<file path="src/rtl/led_ctrl_pkg.sv">
// Shared encodings for the button/LED sequencer: mode and shift-direction types
// plus the mode-advance rule used by the sequencer FSM.
package led_ctrl_pkg;

    typedef enum logic [1:0] {
        MODE_OFF    = 2'b00,
        MODE_MANUAL = 2'b01,
        MODE_SHIFT  = 2'b10,
        MODE_BLINK  = 2'b11
    } mode_e;

    typedef enum logic {
        DIR_LEFT  = 1'b0,
        DIR_RIGHT = 1'b1
    } dir_e;

    function automatic mode_e next_mode(input mode_e m);
        mode_e n;
        unique case (m)
            MODE_OFF:    n = MODE_MANUAL;
            MODE_MANUAL: n = MODE_SHIFT;
            MODE_SHIFT:  n = MODE_BLINK;
            MODE_BLINK:  n = MODE_OFF;
        endcase
        return n;
    endfunction

    function automatic dir_e flip_dir(input dir_e d);
        return (d == DIR_LEFT) ? DIR_RIGHT : DIR_LEFT;
    endfunction

endpackage

</file>
<file path="src/rtl/btn_debounce.sv">
// One active-low push button: 2-flop synchroniser, stability counter and a
// single-cycle pulse on each accepted press (debounced 1->0).
module btn_debounce #(
    parameter int unsigned DEBOUNCE_CYCLES = 270000
) (
    input  logic clk,
    input  logic rst_n,
    input  logic btn_n_raw,
    output logic level,
    output logic press
);

    localparam int unsigned       CNT_W   = $clog2(DEBOUNCE_CYCLES);
    localparam logic [CNT_W-1:0]  CNT_MAX = CNT_W'(DEBOUNCE_CYCLES - 1);

    logic             sync_1;
    logic             sync_2;
    logic [CNT_W-1:0] cnt;

    always_ff @(posedge clk or negedge rst_n) begin
        if (!rst_n) begin
            sync_1 <= 1'b1;
            sync_2 <= 1'b1;
            cnt    <= '0;
            level  <= 1'b1;
            press  <= 1'b0;
        end else begin
            sync_1 <= btn_n_raw;
            sync_2 <= sync_1;
            press  <= 1'b0;
            if (sync_2 == level) begin
                cnt <= '0;
            end else if (cnt == CNT_MAX) begin
                // Level accepted after DEBOUNCE_CYCLES consecutive mismatching samples
                level <= sync_2;
                cnt   <= '0;
                press <= ~sync_2;
            end else begin
                cnt <= cnt + 1'b1;
            end
        end
    end

endmodule

</file>
<file path="src/rtl/led_seq_ctrl.sv">
// Button-driven LED sequencer: debounced buttons step a 4-mode FSM
// (off / manual latch / running light / blink) that drives the LED bank.
module led_seq_ctrl
    import led_ctrl_pkg::*;
#(
    parameter int unsigned DEBOUNCE_CYCLES = 270000,
    parameter int unsigned STEP_CYCLES     = 6750000,
    parameter int unsigned LED_W           = 5
) (
    input  logic             clk,
    input  logic             rst_n,
    input  logic [2:0]       btn,
    output logic [LED_W-1:0] led,
    output logic [1:0]       mode,
    output logic             running
);

    localparam int unsigned       STEP_W   = $clog2(STEP_CYCLES);
    localparam logic [STEP_W-1:0] STEP_MAX = STEP_W'(STEP_CYCLES - 1);
    localparam logic [LED_W-1:0]  LED_BIT0 = {{(LED_W-1){1'b0}}, 1'b1};

    mode_e             mode_q;
    dir_e              dir_q;
    logic [2:0]        press;
    logic [2:0]        btn_level_unused;
    logic [STEP_W-1:0] step_cnt;
    logic              step_mode;
    logic              tick;

    btn_debounce #(.DEBOUNCE_CYCLES(DEBOUNCE_CYCLES)) u_btn_mode (
        .clk       (clk),
        .rst_n     (rst_n),
        .btn_n_raw (btn[0]),
        .level     (btn_level_unused[0]),
        .press     (press[0])
    );

    btn_debounce #(.DEBOUNCE_CYCLES(DEBOUNCE_CYCLES)) u_btn_action (
        .clk       (clk),
        .rst_n     (rst_n),
        .btn_n_raw (btn[1]),
        .level     (btn_level_unused[1]),
        .press     (press[1])
    );

    btn_debounce #(.DEBOUNCE_CYCLES(DEBOUNCE_CYCLES)) u_btn_run (
        .clk       (clk),
        .rst_n     (rst_n),
        .btn_n_raw (btn[2]),
        .level     (btn_level_unused[2]),
        .press     (press[2])
    );

    function automatic logic [LED_W-1:0] entry_led(input mode_e m);
        logic [LED_W-1:0] v;
        unique case (m)
            MODE_OFF:    v = '0;
            MODE_MANUAL: v = '0;
            MODE_SHIFT:  v = LED_BIT0;
            MODE_BLINK:  v = '1;
        endcase
        return v;
    endfunction

    assign step_mode = (mode_q == MODE_SHIFT) || (mode_q == MODE_BLINK);
    assign tick      = running && step_mode && (step_cnt == STEP_MAX);
    assign mode      = mode_q;

    // Prescaler: frozen while paused, cleared outside SHIFT/BLINK and on every mode change
    always_ff @(posedge clk or negedge rst_n) begin
        if (!rst_n) begin
            step_cnt <= '0;
        end else if (press[0] || !step_mode) begin
            step_cnt <= '0;
        end else if (running) begin
            step_cnt <= tick ? '0 : step_cnt + 1'b1;
        end
    end

    always_ff @(posedge clk or negedge rst_n) begin
        if (!rst_n) begin
            mode_q  <= MODE_OFF;
            dir_q   <= DIR_LEFT;
            led     <= '0;
            running <= 1'b1;
        end else begin
            if (press[2]) begin
                running <= ~running;
            end
            // A mode change overrides any action press or tick in the same cycle
            if (press[0]) begin
                mode_q <= next_mode(mode_q);
                dir_q  <= DIR_LEFT;
                led    <= entry_led(next_mode(mode_q));
            end else begin
                unique case (mode_q)
                    MODE_OFF: begin
                        led <= '0;
                    end
                    MODE_MANUAL: begin
                        led <= {{(LED_W-1){1'b0}}, led[0] ^ press[1]};
                    end
                    MODE_SHIFT: begin
                        if (tick) begin
                            led <= (dir_q == DIR_LEFT) ? {led[LED_W-2:0], led[LED_W-1]}
                                                       : {led[0], led[LED_W-1:1]};
                        end
                        if (press[1]) begin
                            dir_q <= flip_dir(dir_q);
                        end
                    end
                    MODE_BLINK: begin
                        if (tick ^ press[1]) begin
                            led <= ~led;
                        end
                    end
                endcase
            end
        end
    end

endmodule

</file>
<file path="config.mk">
export PLATFORM = sky130hd
export DESIGN_NAME = led_seq_ctrl
export DESIGN_NICKNAME = d
export VERILOG_FILES = /design/src/rtl/led_ctrl_pkg.sv /design/src/rtl/btn_debounce.sv /design/src/rtl/led_seq_ctrl.sv
export SDC_FILE = /design/constraint.sdc
export NUM_CORES = 1
export LEC_CHECK = 0
export CAP_MARGIN = 0
export CORE_UTILIZATION = 48
export DETAILED_ROUTE_END_ITERATION = 7
export PLACE_DENSITY = 0.76
export SETUP_SLACK_MARGIN = 0.5
export SYNTH_ARGS = -nofsm -noshare
export SYNTH_HDL_FRONTEND = slang
export SYNTH_SLANG_ARGS = --single-unit
</file>
<file path="constraint.sdc">
create_clock -name clk -period 4.7 [get_ports clk]
set_input_delay 1.175 -clock clk [delete_from_list [all_inputs] [get_ports clk]]
set_output_delay 1.175 -clock clk [all_outputs]
set_load 0.1 [all_outputs]
</file>
Word-level counts from Yosys, hierarchy flattened

Cells that the tools add are included.

Bits in registers: 101
Bits of input ports: 5
Output and inout port bits: 8
Logic and storage cells: 92

Add/sub/neg operators: 4
Equal/unequal tests: 15
Multiplexer cells: 27
Bitwise operators: 10
Reduce and logical (&&, ||, !) cells: 16

Operators by type and width:

| kind                                                   | count |
|---|---|
| 2-to-1 mux 19 bit                                      | 6 |
| 2-to-1 mux 23 bit                                      | 3 |
| adder 19 x 1 -> 19 bit (second input constant)         | 3 |
| == test 19 bit (second input constant)                 | 3 |
| adder 23 x 1 -> 23 bit (second input constant)         | 1 |
| == test 23 bit (second input constant)                 | 1 |
| 2-to-1 mux 5 bit                                       | 4 |
| one-hot mux 5 bit (4 select lines)                     | 1 |
| one-hot mux 5 bit (3 select lines)                     | 1 |
| 2-to-1 mux 1 bit                                       | 10 |
| AND reduction 2 bit                                    | 5 |
| == test 2 bit (second input constant)                  | 4 |
| one-hot mux 2 bit (4 select lines)                     | 1 |
| inverter 1 bit                                         | 7 |
| nonzero test 2 bit                                     | 3 |
| inverter 5 bit                                         | 1 |
| == test 2 x 1 -> 1 bit (second input constant)         | 2 |
| logical NOT 2 bit                                      | 2 |
| == test 1 bit                                          | 3 |
| inequality test 3 x 1 -> 1 bit (second input constant) | 1 |
| inequality test 3 x 2 -> 1 bit (second input constant) | 1 |
| logical AND 1 bit                                      | 2 |
| logical OR 1 bit                                       | 2 |
| 2-to-1 mux 2 bit                                       | 1 |
| other kinds (3)                                        | 4 |

Longest topological paths before layout

Depth after elaboration: 8
Mapped depth: 9
Gate-level depth less buffers: 7

Hierarchy

Synthesis repeated with hierarchy kept, for this count alone.

Cell total of the unflattened synthesis: 516
Area, all modules: 5361.4 µm²

By module, submodules not included:

| module       | times used | cells each | area each (µm²) | sequential area each (µm²) |
|---|---|---|---|---|
| btn_debounce | 3          | 103        | 1143.6          | 579.3 |
| led_seq_ctrl | 1          | 207        | 1930.6          | 802.0 |

Worst setup path before layout

Ideal clock, no wire load.

Kind: reg2reg
From: reg mode_q[1] (netlist: mode[1])
To: reg led[4]
Library setup time: 0.126 ns
Data arrival time: 2.723 ns
Required time: 4.574 ns
Setup slack: 1.851 ns
Cell stages (with the launch flop): 8
Buffers on the path: 1
Cells stage by stage: dfrtp_1 ha_1 buf_2 nor2_1 nor4_2 nand3_4 mux2_4 a221o_1

Cells in the longest elaborated chain, start to end: 7
Elaborated cells on any way between the ends: 21
Classes of those cells: 8 x eq/ne; 5 x mux; 1 x bitwise; 7 x reduce/logical

RTL lines:

| element                                                                              | line                                                       | source |
|---|---|---|
| start: declaration                                                                   | led_seq_ctrl.sv:22                                         | `mode_e mode_q;` |
| start signal: assignment                                                             | led_seq_ctrl.sv:92                                         | `mode_q <= next_mode(mode_q);` |
| == test 2 bit (tied with other cells)                                                | led_ctrl_pkg.sv:19, led_seq_ctrl.sv:65, led_seq_ctrl.sv:96 |  |
| one-hot mux 2 bit (4 select lines) or logical OR 1 bit (tied branches)               | led_ctrl_pkg.sv:19, led_seq_ctrl.sv:65                     |  |
| 2-to-1 mux 2 bit or logical AND 1 bit (tied branches)                                | led_seq_ctrl.sv:91, led_seq_ctrl.sv:66                     |  |
| == test 2 x 1 -> 1 bit (tied with other cells)                                       | led_seq_ctrl.sv:56                                         | `unique case (m)` |
| OR reduction 2 bit (no line) or bitwise XOR 1 bit (tied branches)                    | --                                                         |  |
| one-hot mux 5 bit (3 select lines) or inequality test 3 x 1 -> 1 bit (tied branches) | --                                                         |  |
| 2-to-1 mux 5 bit or AND reduction 2 bit (tied branches)                              | --                                                         |  |
| end signal: assignment                                                               | led_seq_ctrl.sv:94                                         | `led <= entry_led(next_mode(mode_q));` |
| end signal: assignment                                                               | led_seq_ctrl.sv:101                                        | `led <= {{(LED_W-1){1'b0}}, led[0] ^ press[1]};` |
| end signal: assignment                                                               | led_seq_ctrl.sv:105                                        | `led <= (dir_q == DIR_LEFT) ? {led[LED_W-2:0], led[LED_W-1]}` |
| end: declaration                                                                     | led_seq_ctrl.sv:13                                         | `output logic [LED_W-1:0] led,` |

Parallel ways exist; a longest one is shown, timed or not. The select of a mux whose other input is x is not followed.
A chain may end at the register's enable or synchronous reset.

Worst setup path after layout

From: reg running
To: out running

RTL lines:

| element                  | line               | source |
|---|---|---|
| start: declaration       | led_seq_ctrl.sv:15 | `output logic running` |
| start signal: assignment | led_seq_ctrl.sv:88 | `running <= ~running;` |

No word-level cell between the ends.

==> flow_metrics.tcl <==
set metrics [dict create \
    crit_start "running$_DFFE_PN1P_" \
    core_region_area_um2 9950 \
    cts_made_buffers 9 \
    synth.cells.most_frequent "nor2_1, dfrtp_1, nand2_1" \
    path_clk_slew_ns 0.09 \
    min_period_over_period_pct 70.7 \
    critical_path.max_stage_delay_ns 1.16 \
    drv_cap 0 \
    r2r_end "led[0]$_DFFE_PN0P_" \
    hold_path_depth 0 \
    synth-xor-area-share_pct 12.1 \
    clock_skew_ns 0.00943 \
    maxSlewHeadroom_pct 27.4 \
    io_buffers 12 \
    grt_pass1_vias 3532 \
    antenna_found_initial 0 \
    synth-main-ff-cell "dfrtp_1" \
    postLayoutCellArea_um2 5500 \
    hold-path-endpoint "u_btn_mode.sync_2$_DFF_PN1_" \
    clk_path_buf_depth 2 \
    yosys.area.top_type "dfrtp_1" \
    cts_htree_levels 3 \
    synth_top_area_share_pct 45.5 \
    regToRegStartpoint "mode[0]$_DFFE_PN0P_" \
    postSynthCellCount 507 \
    ff2ff_setup_slack_ns 1.96 \
    synth_mux_area_share_pct 2.10 \
    switchingPower_uw 329 \
    path_cells "clkdlybuf4s50_1" \
    worst_slew_pin_slew_ns 1.08 \
    die_area_um2 10800 \
    synth-edff-count 0 \
    drive_above_1_share_pct 8.54 \
    p_seq_share_pct 57.3 \
    yosysMostFrequentCell "nor2_1" \
    drv_slew 0 \
    holdCritPathClass "reg -> reg" \
    gr-usage-all-layers_pct 18.4 \
    peakVddDrop_mv 0.203 \
    dieWidth_um 104 \
    crit_family "buffers and inverters" \
    path_buf_inv 1 \
    cp-start-kind "flip-flop" \
    yosys_warnings 0 \
    synth-compound-area-share_pct 5.37 \
    rsz0062_at_grt "false" \
    p_per_area_nw_per_um2 282 \
    finalSetupTns_ns 0 \
    setup_viol 0 \
    drtPass1Iterations 4 \
    crit_arrival_ns 2.15 \
    viasPerCell 5.48 \
    grt_max_degree 81 \
    yosys.area_share.simple_pct 25.7 \
    num-fill-cells 862 \
    period_minus_slack_ns 3.32 \
    outcome "finished clean" \
    cts_hold_buf 0 \
    p_clk_share_pct 40.2 \
    ys_seq_elements 101 \
    die_y_um 104 \
    dpl.hpwl_um 6360 \
    ant_nets 0 \
    area_growth_pct 9.77 \
    path_max_fanout 8 \
    reg2regPathDepth 7 \
    cp_slowest_cell "clkdlybuf4s50_1" \
    io_pins 13 \
    drc 0 \
    finalHoldViolations 0 \
    syn_area_um2 5010 \
    cts_resized 0 \
    final_nets 536 \
    clockRootBuffer "clkbuf_8" \
    clock_latency_ns 0.37 \
    post-cts-setup-buffers 0 \
    critPathRequiredTime_ns 3.52 \
    vias 3616 \
    fmax_mhz 301 \
    synthAdderAreaFrac_pct 2.25 \
    postSynthAreaPerCell_um2 9.88 \
    power_frac_comb_pct 2.4 \
    grt_pass1_wl_um 16300 \
    gr-total-overflow 0 \
    placed_area_um2 5270 \
    cts_sinks 101 \
    synth.area.top_cells "dfrtp_1, nor2_1, xor2_1" \
    p_leak_nw 2.25 \
    p_int_mw 1.22 \
    worstHoldStart "u_btn_mode.sync_1$_DFF_PN1_" \
    worstSetupEndpointType "output pin" \
    cts_tree "yes" \
    fp-row-count 36 \
    async_flop_share_pct 100 \
    initial_core_util_pct 50.3 \
    synth_seq_area_share_pct 50.7 \
    path_class "reg -> out" \
    synth_nets 521 \
    switching_share_pct 21.3 \
    yosysUniqueCellTypes 44 \
    detail_route.wl_per_cell_um 14.1 \
    first_iter_violations 89 \
    synth_top_family_by_area "simple AND/OR/NAND/NOR gates" \
    wl_um 9310 \
    diodes 0 \
    place.gp.congestion 0.862 \
]
## cells by family (layout without fill, tap and decap cells)
family,after synthesis,count (layout)
xor+xnor,69,69
mux,9,9
simple gates,256,256
buf+inv,24,44
fa+ha+maj,9,9
flops,101,101
compound gates,39,39
## layout make-up
class	count	area [um^2]	area share [%]
Sequential cell	101	2540	46.2
Multi-Input combinational cell	382	2380	43.3
Tap cell	133	166	3.03
Clock buffer	11	151	2.75
Timing Repair Buffer	13	125	2.28
Clock inverter	5	81.3	1.48
Inverter	15	56.3	1.02
## how the worst max path moves through the flow
stage                          to  slack (ns)  cells past startpoint
6_report                  running        1.38                      1
5_1_grt                   running        1.33                      1
4_1_cts                   running        1.35                      1
3_5_place_dp              running        1.77                      1
3_3_place_gp              running        1.79                      1
2_1_floorplan  led[4]$_DFFE_PN0P_        1.85                      7
## layer usage
layer / share of wire, % / track usage (%)
met5: 0 / 0
met1: 46 / 23.2
met2: 49 / 30.6
met4: 1.4 / 5.82
met3: 3.3 / 5.26
## sequential cells by signal (all words and copies together) (netlist names), 2 cells and up
signal and flops:
mode 2, u_btn_action.cnt 19, step_cnt 23, u_btn_run.cnt 19, u_btn_mode.cnt 19, led 5
## cells in the final DEF (no fill, tap or decap), types with 14 or more instances in the layout
| cell type | synthesis | routed |
|---|---|---|
| nor2_1 | 94 | 94 |
| dfrtp_1 | 91 | 91 |
| nand2_1 | 47 | 47 |
| xor2_1 | 40 | 40 |
| xnor2_1 | 29 | 29 |
| nand4_1 | 28 | 28 |
| nand3_1 | 24 | 24 |
| inv_1 | 15 | 15 |
| and3_1 | 14 | 14 |
## stage by stage
step,setup WS [ns],cells,hold WS [ns],total power [mW],util [%]
3_5_place_dp,1.77,644,0.348,0.944,52.9
4_1_cts,1.35,660,0.362,1.58,55.2
6_report,1.38,660,0.360,1.55,55.2
2_1_floorplan,1.85,507,0.345,0.917,-
3_3_place_gp,1.79,644,0.346,0.942,52.9
5_1_grt,1.33,660,0.363,1.62,55.2
## power by group through the flow
stage               combinational, mW  clock (mW)  sequential (mW)
finish                         0.0375       0.623            0.888
floorplan                      0.0151           0            0.902
global placement               0.0385           0            0.903
CTS                            0.0393       0.648            0.888
detailed placement             0.0393           0            0.904
global route                   0.0448       0.684            0.889
No activity file was read; power rests on OpenSTA's default activity.
